[src/rtl/column_loader.sv]
// column_loader: collects a frame of NCOL columns from a narrow valid/ready beat
// stream into a shadow buffer, then publishes every column in a single cycle so
// the downstream column register never sees a partially written frame.
module column_loader #(
   parameter int COL_W  = 25,
   parameter int BEAT_W = 5,
   parameter int NCOL   = 5
) (
   input  logic              clock,
   input  logic              reset,
   input  logic [BEAT_W-1:0] in_data,
   input  logic              in_valid,
   input  logic              in_first,
   output logic              in_ready,
   output logic [COL_W-1:0]  out0,
   output logic [COL_W-1:0]  out1,
   output logic [COL_W-1:0]  out2,
   output logic [COL_W-1:0]  out3,
   output logic [COL_W-1:0]  out4,
   output logic              frame_done,
   output logic              sync_err
);

   localparam int BPC = COL_W / BEAT_W;
   localparam int BIW = (BPC > 1) ? $clog2(BPC) : 1;
   localparam int CIW = (NCOL > 1) ? $clog2(NCOL) : 1;
   localparam logic [BIW-1:0] BEAT_LAST = BIW'(BPC - 1);
   localparam logic [CIW-1:0] COL_LAST  = CIW'(NCOL - 1);

   typedef enum logic {
      LOAD,
      PUBLISH
   } state_t;

   state_t           state;
   state_t           state_next;
   logic [CIW-1:0]   col_idx;
   logic [CIW-1:0]   col_idx_next;
   logic [BIW-1:0]   beat_idx;
   logic [BIW-1:0]   beat_idx_next;
   logic [COL_W-1:0] shadow      [NCOL];
   logic [COL_W-1:0] shadow_next [NCOL];
   logic [COL_W-1:0] out_q       [NCOL];
   logic             accept;
   logic             at_start;
   logic             at_last;
   logic             resync;

   // State register; reset returns to LOAD ahead of everything else.
   always_ff @(posedge clock) begin
      // NOTE: every clocked assignment is non-blocking so all registers sample
      // the pre-edge values and the block order cannot change behaviour.
      if (reset) state <= LOAD;
      else       state <= state_next;
   end

   // Next-state, handshake and beat position bookkeeping.
   always_comb begin
      // NOTE: every output of this block gets a default first, so no path
      // leaves a value unassigned and no latch is inferred.
      state_next    = state;
      in_ready      = 1'b0;
      col_idx_next  = col_idx;
      beat_idx_next = beat_idx;
      at_start      = (col_idx == '0) && (beat_idx == '0);
      at_last       = (col_idx == COL_LAST) && (beat_idx == BEAT_LAST);
      accept        = 1'b0;
      resync        = 1'b0;

      case (state)
         LOAD: begin
            in_ready = 1'b1;
            accept   = in_valid;
            resync   = in_valid && in_first && !at_start;
            if (resync) begin
               // The marker restarts the frame: this beat becomes beat 0.
               col_idx_next  = '0;
               beat_idx_next = BIW'(1);
            end else if (accept) begin
               if (at_last) begin
                  col_idx_next  = '0;
                  beat_idx_next = '0;
                  state_next    = PUBLISH;
               end else if (beat_idx == BEAT_LAST) begin
                  col_idx_next  = col_idx + CIW'(1);
                  beat_idx_next = '0;
               end else begin
                  beat_idx_next = beat_idx + BIW'(1);
               end
            end
         end
         PUBLISH: state_next = LOAD;
         default: state_next = LOAD;
      endcase
   end

   // Shadow write: drop the accepted beat into its column/beat slot.
   always_comb begin
      shadow_next = shadow;
      if (resync) begin
         shadow_next[0][BEAT_W-1:0] = in_data;
      end else if (accept) begin
         for (int c = 0; c < NCOL; c++) begin
            for (int b = 0; b < BPC; b++) begin
               if (col_idx == CIW'(c) && beat_idx == BIW'(b))
                  shadow_next[c][b*BEAT_W +: BEAT_W] = in_data;
            end
         end
      end
   end

   // Datapath registers: indices, shadow, published columns and status pulses.
   always_ff @(posedge clock) begin
      if (reset) begin
         col_idx    <= '0;
         beat_idx   <= '0;
         frame_done <= 1'b0;
         sync_err   <= 1'b0;
         // NOTE: the shadow buffer is cleared on reset too; it is small, and a
         // known-zero shadow keeps stale columns deterministic after a resync.
         for (int c = 0; c < NCOL; c++) begin
            shadow[c] <= '0;
            out_q[c]  <= '0;
         end
      end else begin
         col_idx    <= col_idx_next;
         beat_idx   <= beat_idx_next;
         shadow     <= shadow_next;
         frame_done <= (state == PUBLISH);
         sync_err   <= resync;
         if (state == PUBLISH) begin
            for (int c = 0; c < NCOL; c++) out_q[c] <= shadow[c];
         end
      end
   end

   assign out0 = out_q[0];
   assign out1 = out_q[1];
   assign out2 = out_q[2];
   assign out3 = out_q[3];
   assign out4 = out_q[4];

endmodule
[config.mk]
export PLATFORM = sky130hd
export DESIGN_NAME = column_loader
export DESIGN_NICKNAME = d
export VERILOG_FILES = /design/src/rtl/column_loader.sv
export SDC_FILE = /design/constraint.sdc
export NUM_CORES = 1
export LEC_CHECK = 0
export CAP_MARGIN = 20
export CORE_MARGIN = 2
export CORE_UTILIZATION = 40
export DETAILED_ROUTE_END_ITERATION = 8
export MAX_ROUTING_LAYER = met4
export PLACE_DENSITY_LB_ADDON = 0.3
export SYNTH_ARGS = -nofsm -noshare
export SYNTH_HDL_FRONTEND = slang
export SYNTH_SLANG_ARGS = --single-unit
[constraint.sdc]
create_clock -name clock -period 7.5 [get_ports clock]
set_input_delay 1.5 -clock clock [delete_from_list [all_inputs] [get_ports clock]]
set_output_delay 1.5 -clock clock [all_outputs]
set_load 0.02 [all_outputs]
==> results of run 1 <==
[final timing paths]
| kind | end | slack [ns] | cells after the start |
|---|---|---|---|
| worst max register to register | out_q[0][55]$_SDFFCE_PN0P_ | 5.01 | 2 |
| worst min register to register | shadow[110]$_SDFFE_PP0P_ | 0.47 | 2 |
| worst min-delay path | shadow[110]$_SDFFE_PP0P_ | 0.47 | 2 |
| worst max-delay path | shadow[69]$_SDFFE_PP0P_ | 3.58 | 4 |
[cell families (layout without fill, tap and decap cells)]
| group | Yosys count | count (layout) | share of synthesized area |
|---|---|---|---|
| compound gates | 67 | 67 | 0.0535 |
| buf+inv | 71 | 200 | 0.0321 |
| simple gates | 298 | 298 | 0.186 |
| fa+ha+maj | 10 | 10 | 0.0120 |
| flops | 259 | 259 | 0.616 |
| mux | 105 | 105 | 0.101 |
[flip-flops by register name, indices dropped and copies added, names as in the netlist]
signal and count:
frame_done 1, beat_idx 3, out_q 125, state 1, col_idx 3, shadow 125
sync_err 1
[area by class of cell]
| cell class | count | area (um2) | area share |
|---|---|---|---|
| Inverter | 9 | 33.8 | 0.00264 |
| Clock buffer | 31 | 658 | 0.0515 |
| Clock inverter | 15 | 101 | 0.00793 |
| Sequential cell | 259 | 6440 | 0.504 |
| Multi-Input combinational cell | 480 | 3690 | 0.289 |
| Timing Repair Buffer | 145 | 1440 | 0.113 |
| Tap cell | 335 | 419 | 0.0328 |
[cell usage after synthesis (2+ instances only)]
master	number	area share
clkbuf_2	4	0.0019
inv_1	8	0.0029
ha_1	10	0.012
o311ai_0	2	0.0017
o2111ai_2	7	0.010
nand2_1	4	0.0014
nand2b_1	115	0.069
nand3_2	6	0.0057
nand4_1	21	0.013
nand2_2	2	0.0012
edfxtp_1	125	0.36
o31ai_1	20	0.014
nor2b_1	4	0.0024
buf_4	4	0.0029
a21oi_1	26	0.012
o2111ai_4	2	0.0050
buf_6	5	0.0054
nor2_1	2	0.00072
and2b_1	2	0.0014
and2_1	128	0.077
o2111ai_1	3	0.0025
and4bb_2	2	0.0024
clkbuf_1	40	0.014
buf_2	9	0.0043
dfxtp_1	134	0.26
mux2i_1	105	0.10
[worst min-delay path, delay by kind of cell (launching register included)]
family,cells,cell delay [ns]
DFF,1,0.30
muxes,1,0.06
and+or+nand+nor,1,0.06
[power breakdown]
| group | switching [mW] | total [mW] | internal (mW) | leakage, nW |
|---|---|---|---|---|
| Combinational | 0.121 | 0.198 | 0.0772 | 2.35 |
| Clock | 0.521 | 1.18 | 0.658 | 0.372 |
| Sequential | 0.0137 | 1.53 | 1.51 | 2.31 |
| Total | 0.655 | 2.90 | 2.25 | 5.03 |
[per-layer routing]
| metal | share of wire | vias up | wire length, um | global-route usage |
|---|---|---|---|---|
| met1 | 0.47 | 3021 | 10400 | 0.221 |
| li1 | - | 3052 | - | - |
| met3 | 0.042 | 35 | 937 | 0.0244 |
| met4 | 0.018 | 0 | 397 | 0.0386 |
| met2 | 0.47 | 140 | 10500 | 0.256 |
| met5 | 0 | - | 0 | - |
[stage by stage]
step,utilization,cell area (um2)
after floorplan,-,10500
after global placement,0.464,12000
after detailed placement,0.464,12000
after CTS,0.494,12800
after global routing,0.494,12800
final,0.494,12800
==> flow_summary.yaml, run 1 <==
run_status:
  status: "completed"
global_routing:
  grt_use_total: 0.162
  grt_pass1_wl_um: 34900
  antenna_found_initial: 0
  grt-ovfl-total: 0
  grt_start_max_net_pins: 87
  first_global_vias: 6278
logic_synthesis:
  synth-edff-count: 125
  synth_flop_cell: "dfxtp_1"
  syn_area_um2: 10500
  synth_nets: 829
  ys_warn_count: 0
  synth_seq_area_share: 0.616
  async_flop_share: 0
  synthCells: 810
  netlist-cell-type-count: 46
  syn_area_per_cell_um2: 12.9
  ys_seq_elements: 259
route:
  wl_per_cell_um: 17.5
  ant_nets: 0
  post-route-drc-count: 0
  vias: 6248
  via_per_inst: 4.90
  drtIter0Drc: 348
  routed_wl_um: 22300
  dr.pass1.iters: 5
setup_path:
  path_cells: "clkdlybuf4s50_1 -> nand2_2 -> o2111ai_2 -> mux2i_1"
  worst-endpoint-arrival_ns: 4.35
  end_kind: "flop"
  cpPeakStageDelay_ns: 1.09
  cp_slowest_cell: "clkdlybuf4s50_1"
  cp_max_fo: 43
  crit_family: "buffers and inverters"
  worstReg2RegStart: "state$_SDFF_PP0_"
  crit_buf_inv: 1
  cp-startpoint: "in_first"
  startpoint_type: "primary input"
  critPathRequiredTime_ns: 7.93
  critPathKind: "primary input to flop"
layout:
  area_growth_syn_to_layout_pct: 22.2
  num_antenna_cells: 0
  layout-drive-gt1-share: 0.0777
  fin_cells: 1274
  layout_commonest_cell: "clkdlybuf4s50_1"
  fill_cells: 2321
  num-nets-final: 939
  layout_common_cells: "135 x clkdlybuf4s50_1, 134 x dfxtp_1, 128 x and2_1"
timing:
  min_period_ns: 3.92
  fmax_mhz: 255
  skew_ns: 0.0107
  setup_viol: 0
  whs_ns: 0.469
  slew_viol_final: 0
  maxSlewHeadroom: 0.280
  hold_viol: 0
  worst_pin_slew_ns: 1.08
  rsz0062_at_grt: "no"
  setup_ws_ns: 3.58
  min_period_over_period: 0.522
  setup_tns_ns: 0
placement:
  hpwl_um: 13800
  gp_congestion: 0.793
  dp.cells: 1227
  pre_cts_ws_ns: 3.06
  portBuffers: 136
clocking:
  clkTransAtPathRegs_ns: 0.06
  post_cts_buffers: 0
  cts-htree-levels: 1
  hold_buffers: 0
  insertion_delay_ns: 0.52
  cts-root-buf: "clkbuf_16"
  cts_buffers: 25
  cts_tree: "built"
  cts_resized: 0
  cts_sinks: 259
  clk_path_buf_depth: 3
pwr:
  p_total_mw: 2.90
  leakagePower_nw: 5.03
  vdd_drop_max_uv: 177
  powerDensity_nw_per_um2: 227
die:
  fp.dieW_um: 166
  core_area_um2: 25800
  ios: 137
  num_rows: 59
  dieArea_um2: 27400
  die_y_um: 166
  start_util: 0.405
worst_hold_path:
  min_from: "shadow[110]$_SDFFE_PP0P_"
  min_path_type: "flop to flop"
flow_run:
  maxCapViolations: 0
(Power assumes the default switching activity.)
==> inputs of run 2 (changes only) <==
Clock period 7.5 ns to 3.73 ns, I/O delays scaled along.
==> run 2 against run 1 <==
Clock skew fell by 0.0024 ns. Power grew 110%. Clock-buffer cell count rose by 8. Clock power rose by 120%. Sequential share of layout area fell by 0.68 points. Global-route usage is 0.22 points higher. Worst hold slack is essentially flat. Design area up 1.4%. Non-clock buffer count rose by 6. Final cell count increased by 0.71%. Combinational power is 100% higher. Critical endpoint is now in_ready. Highest routed layer unchanged.
==> flow_summary.yaml, run 2 (synthesized netlist as in run 1, its figures left out) <==
setup_path:
  critPathRequiredTime_ns: 2.98
  end_kind: "primary output"
  startpoint_type: "flop"
  worstReg2RegStart: "beat_idx[0]$_SDFFE_PP0P_"
  critPathKind: "flop to primary output"
  worst-endpoint-arrival_ns: 1.75
  r2r_slack_ns: 1.43
  r2r-end: "shadow[32]$_SDFFE_PP0P_"
  cp_max_fo: 10
  reg2reg_depth: 5
layout:
  top_regs: "out_q (125), shadow (125)"
  fill_cells: 2265
  area_growth_syn_to_layout_pct: 23.8
  layout_common_cells: "135 x clkdlybuf4s50_1, 134 x dfxtp_1, 128 x and2_1"
  layout_commonest_cell: "clkdlybuf4s50_1"
  layout-drive-gt1-share: 0.0854
  num_antenna_cells: 0
  num-nets-final: 947
worst_hold_path:
  min_path_type: "flop to flop"
  whs_path_depth: 2
  min_from: "shadow[91]$_SDFFE_PP0P_"
  worstHoldEndpoint: "shadow[91]$_SDFFE_PP0P_"
placement:
  hpwl_um: 14000
  gp_congestion: 0.798
  portBuffers: 136
timing:
  hold_viol: 0
  whs_ns: 0.469
  min_period_over_period: 0.670
  rsz0062_at_grt: "no"
  setup_tns_ns: 0
  setup_viol: 0
  skew_ns: 0.00823
  worst_pin_slew_ns: 0.799
  fmax_mhz: 400
  maxSlewHeadroom: 0.468
  slew_viol_final: 0
  min_period_ns: 2.50
route:
  vias: 6247
  via_per_inst: 4.87
  wl_per_cell_um: 17.1
  ant_nets: 0
  post-route-drc-count: 0
  drtIter0Drc: 369
  dr.pass1.iters: 5
  routed_wl_um: 21900
clocking:
  cts_sinks: 259
  cts_tree: "built"
  cts_buffers: 27
  clk_path_buf_depth: 3
  cts-htree-levels: 1
  hold_buffers: 0
  post_cts_buffers: 0
  clkTransAtPathRegs_ns: 0.06
  cts-root-buf: "clkbuf_16"
  insertion_delay_ns: 0.52
  cts_resized: 0
die:
  ios: 137
  dieArea_um2: 27400
  fp.dieW_um: 166
  core_area_um2: 25800
  die_y_um: 166
  num_rows: 59
  start_util: 0.405
pwr:
  powerDensity_nw_per_um2: 467
  vdd_drop_max_uv: 308
  leakagePower_nw: 5.12
run_status:
  status: "completed"
global_routing:
  grt_use_total: 0.164
  grt_pass1_wl_um: 35400
  grt_start_max_net_pins: 91
  first_global_vias: 6262
  antenna_found_initial: 0
  grt-ovfl-total: 0
flow_run:
  maxCapViolations: 0
[run 2: changes by cell type in the layout (fill, tap and decap cells not counted)]
cell        before  now
bufinv_16        1    0
clkinvlp_4       0    1
clkbuf_1         5    7
clkinv_1         5    4
buf_4            9   13
clkinv_2         5    4
clkinvlp_2       2    0
inv_6            2    0
inv_4            0    1
clkbuf_16       25   31
buf_12           1    3
[run 2: how the worst max path moves through the flow]
stage | depth (start not counted) | from | endpoint | slack [ns]
2_1_floorplan | 2 | reset | out_q[0][0]$_SDFFCE_PN0P_ | 0.77
3_3_place_gp | 5 | in_valid | col_idx[1]$_SDFFE_PP0P_ | 0.98
3_5_place_dp | 5 | in_valid | col_idx[2]$_SDFFE_PP0P_ | 0.92
4_1_cts | 2 | state$_SDFF_PP0_ | in_ready | 1.20
5_1_grt | 2 | state$_SDFF_PP0_ | in_ready | 1.15
6_report | 2 | state$_SDFF_PP0_ | in_ready | 1.23
[run 2: layout make-up]
cell class | count | area [um2] | share of cell area
Sequential cell | 259 | 6440 | 0.497
Clock buffer | 39 | 816 | 0.0630
Multi-Input combinational cell | 480 | 3690 | 0.285
Tap cell | 335 | 419 | 0.0324
Clock inverter | 10 | 48.8 | 0.00377
Inverter | 9 | 33.8 | 0.00261
Timing Repair Buffer | 151 | 1510 | 0.117
[run 2: critical path: stages (launching register included)]
cell             delay (ns)
dfxtp_1                0.57
inv_2                  0.11
clkdlybuf4s50_1        0.56
[run 2: per-layer routing]
metal	wire length [um]	share of wire	global-route usage
met3	913	0.042	0.0227
met4	331	0.015	0.0393
met5	0	0	-
met1	10200	0.47	0.223
met2	10500	0.48	0.262
[run 2: power by group]
part | internal, mW | switching, mW
logic | 0.162 | 0.240
registers | 3.04 | 0.0278
clock network | 1.52 | 1.06
[run 2: stage by stage]
stage / instance area, um2 / setup slack [ns] / instances / utilization / power [mW]
floorplan: 10500 / 0.771 / 810 / - / 3.36
global placement: 12100 / 0.983 / 1234 / 0.468 / 3.54
detailed placement: 12100 / 0.925 / 1234 / 0.468 / 3.54
CTS: 12900 / 1.20 / 1283 / 0.501 / 6.13
global route: 12900 / 1.15 / 1283 / 0.501 / 6.26
finish: 12900 / 1.23 / 1283 / 0.501 / 6.05
==> inputs of run 3 (changes only) <==
Clock period 3.73 ns to 2.3 ns, I/O delays scaled along.
==> run 3 against run 2 <==
Utilization grew 0.56 points. Power grew 66%. First-iteration DRC count grew 17%. Via count grew 0.27%.
==> flow_summary.yaml, run 3 (synthesized netlist as in run 1, its figures left out) <==
setup_path:
  reg2reg_depth: 6
  cpPeakStageDelay_ns: 0.58
  crit_family: "buffers and inverters"
  critPathKind: "flop to primary output"
  startpoint_type: "flop"
  end_kind: "primary output"
  crit_buf_inv: 2
  path_cells: "inv_2 -> clkdlybuf4s50_1"
  worstReg2RegStart: "col_idx[0]$_SDFFE_PP0P_"
  cp_slowest_cell: "clkdlybuf4s50_1"
  worst-endpoint-arrival_ns: 1.75
  critPathRequiredTime_ns: 1.84
  r2r-end: "shadow[43]$_SDFFE_PP0P_"
  r2r_slack_ns: 0.29
  cp_max_fo: 10
global_routing:
  grt-ovfl-total: 0
  grt_start_max_net_pins: 83
  grt_pass1_wl_um: 35500
  first_global_vias: 6251
  grt_use_total: 0.166
  antenna_found_initial: 0
flow_run:
  maxCapViolations: 0
layout:
  layout_common_cells: "135 x clkdlybuf4s50_1, 134 x dfxtp_1, 128 x and2_1"
  area.sequential_um2: 6440
  area_growth_syn_to_layout_pct: 25.2
  fin_area_um2: 13100
  num-nets-final: 956
  fill_cells: 2262
  multi_input_area_um2: 3690
  utilization: 0.507
  layout_commonest_cell: "clkdlybuf4s50_1"
  num_antenna_cells: 0
  top_regs: "out_q (125), shadow (125)"
  layout-drive-gt1-share: 0.0981
die:
  ios: 137
  fp.dieW_um: 166
  die_y_um: 166
  core_area_um2: 25800
  num_rows: 59
  start_util: 0.405
  dieArea_um2: 27400
worst_hold_path:
  worstHoldEndpoint: "col_idx[2]$_SDFFE_PP0P_"
  whs_path_depth: 2
  min_path_type: "primary input to flop"
  min_from: "reset"
pwr:
  seqPwrFrac: 0.497
  clockPowerShare: 0.435
  p_int_mw: 7.81
  p_sw_frac: 0.221
  leakagePower_nw: 5.20
  vdd_drop_max_uv: 520
  power_switching_mw: 2.22
  pwr-share-comb: 0.068
  powerDensity_nw_per_um2: 766
timing:
  skew_ns: 0.0173
  fmax_mhz: 453
  min_period_over_period: 0.961
  maxSlewHeadroom: 0.628
  slew_viol_final: 0
  min_period_ns: 2.21
  hold_viol: 0
  worst_pin_slew_ns: 0.558
  whs_ns: 0.319
  rsz0062_at_grt: "no"
  setup_viol: 0
  setup_tns_ns: 0
route:
  drtIter0Drc: 430
  wl_per_cell_um: 17.4
  post-route-drc-count: 0
  routed_wl_um: 22400
  vias: 6264
  via_per_inst: 4.84
  dr.pass1.iters: 4
  ant_nets: 0
placement:
  gp_congestion: 0.793
  portBuffers: 136
  hpwl_um: 14100
  placed_area_um2: 12200
clocking:
  cts_tree: "built"
  clk_path_buf_depth: 3
  cts-htree-levels: 1
  post_cts_buffers: 0
  hold_buffers: 0
  cts-root-buf: "clkbuf_16"
  clkTransAtPathRegs_ns: 0.06
  insertion_delay_ns: 0.54
  cts_sinks: 259
  cts_resized: 0
  cts_buffers: 27
run_status:
  status: "completed"
-- run 3: worst max path at each step --
stage | slack (ns) | start | depth (start not counted) | endpoint
after global routing | 0.0004 | state$_SDFF_PP0_ | 2 | in_ready
final | 0.09 | state$_SDFF_PP0_ | 2 | in_ready
after global placement | 0.19 | in_valid | 6 | shadow[98]$_SDFFE_PP0P_
after CTS | 0.06 | state$_SDFF_PP0_ | 2 | in_ready
after detailed placement | 0.15 | in_valid | 4 | shadow[88]$_SDFFE_PP0P_
after floorplan | 0.25 | reset | 2 | out_q[0][0]$_SDFFCE_PN0P_
-- run 3: layer usage --
metal | routed length (um) | vias to the layer above | track usage
met5 | 0 | - | -
li1 | - | 3099 | -
met1 | 10600 | 2996 | 0.224
met2 | 10700 | 136 | 0.265
met4 | 400 | 0 | 0.0450
met3 | 796 | 33 | 0.0220
-- run 3: power by group through the flow --
stage	sequential, mW	combinational [mW]	clock (mW)
3_5_place_dp	5.08	0.688	0
5_1_grt	4.99	0.720	4.68
6_report	4.98	0.682	4.37
2_1_floorplan	5.21	0.237	0
3_3_place_gp	5.08	0.683	0
4_1_cts	4.98	0.690	4.47
-- run 3: layout make-up --
| type | instances | share of cell area |
|---|---|---|
| flip-flops and latches | 259 | 0.492 |
| clock inverters | 14 | 0.0116 |
| well taps | 335 | 0.0320 |
| repair buffers | 160 | 0.124 |
| multi-input cells | 480 | 0.282 |
| clock buffers | 36 | 0.0565 |
| inverters | 9 | 0.00258 |
-- run 3: per-stage QoR --
stage | cells | power [mW] | setup slack, ns
global placement | 1243 | 5.77 | 0.194
detailed placement | 1243 | 5.77 | 0.154
finish | 1293 | 10.0 | 0.0903
floorplan | 810 | 5.44 | 0.247
global route | 1293 | 10.4 | 0.000434
CTS | 1293 | 10.1 | 0.0617
-- run 3: worst reg2reg max path: cells and delay by family, from the launching register on --
family | cells | cell delay, ns
DFF | 1 | 0.42
buffers and inverters | 2 | 0.28
and+or+nand+nor | 1 | 0.25
adders and majority gates | 1 | 0.30
AOI/OAI and AO/OA | 1 | 0.43
muxes | 1 | 0.24
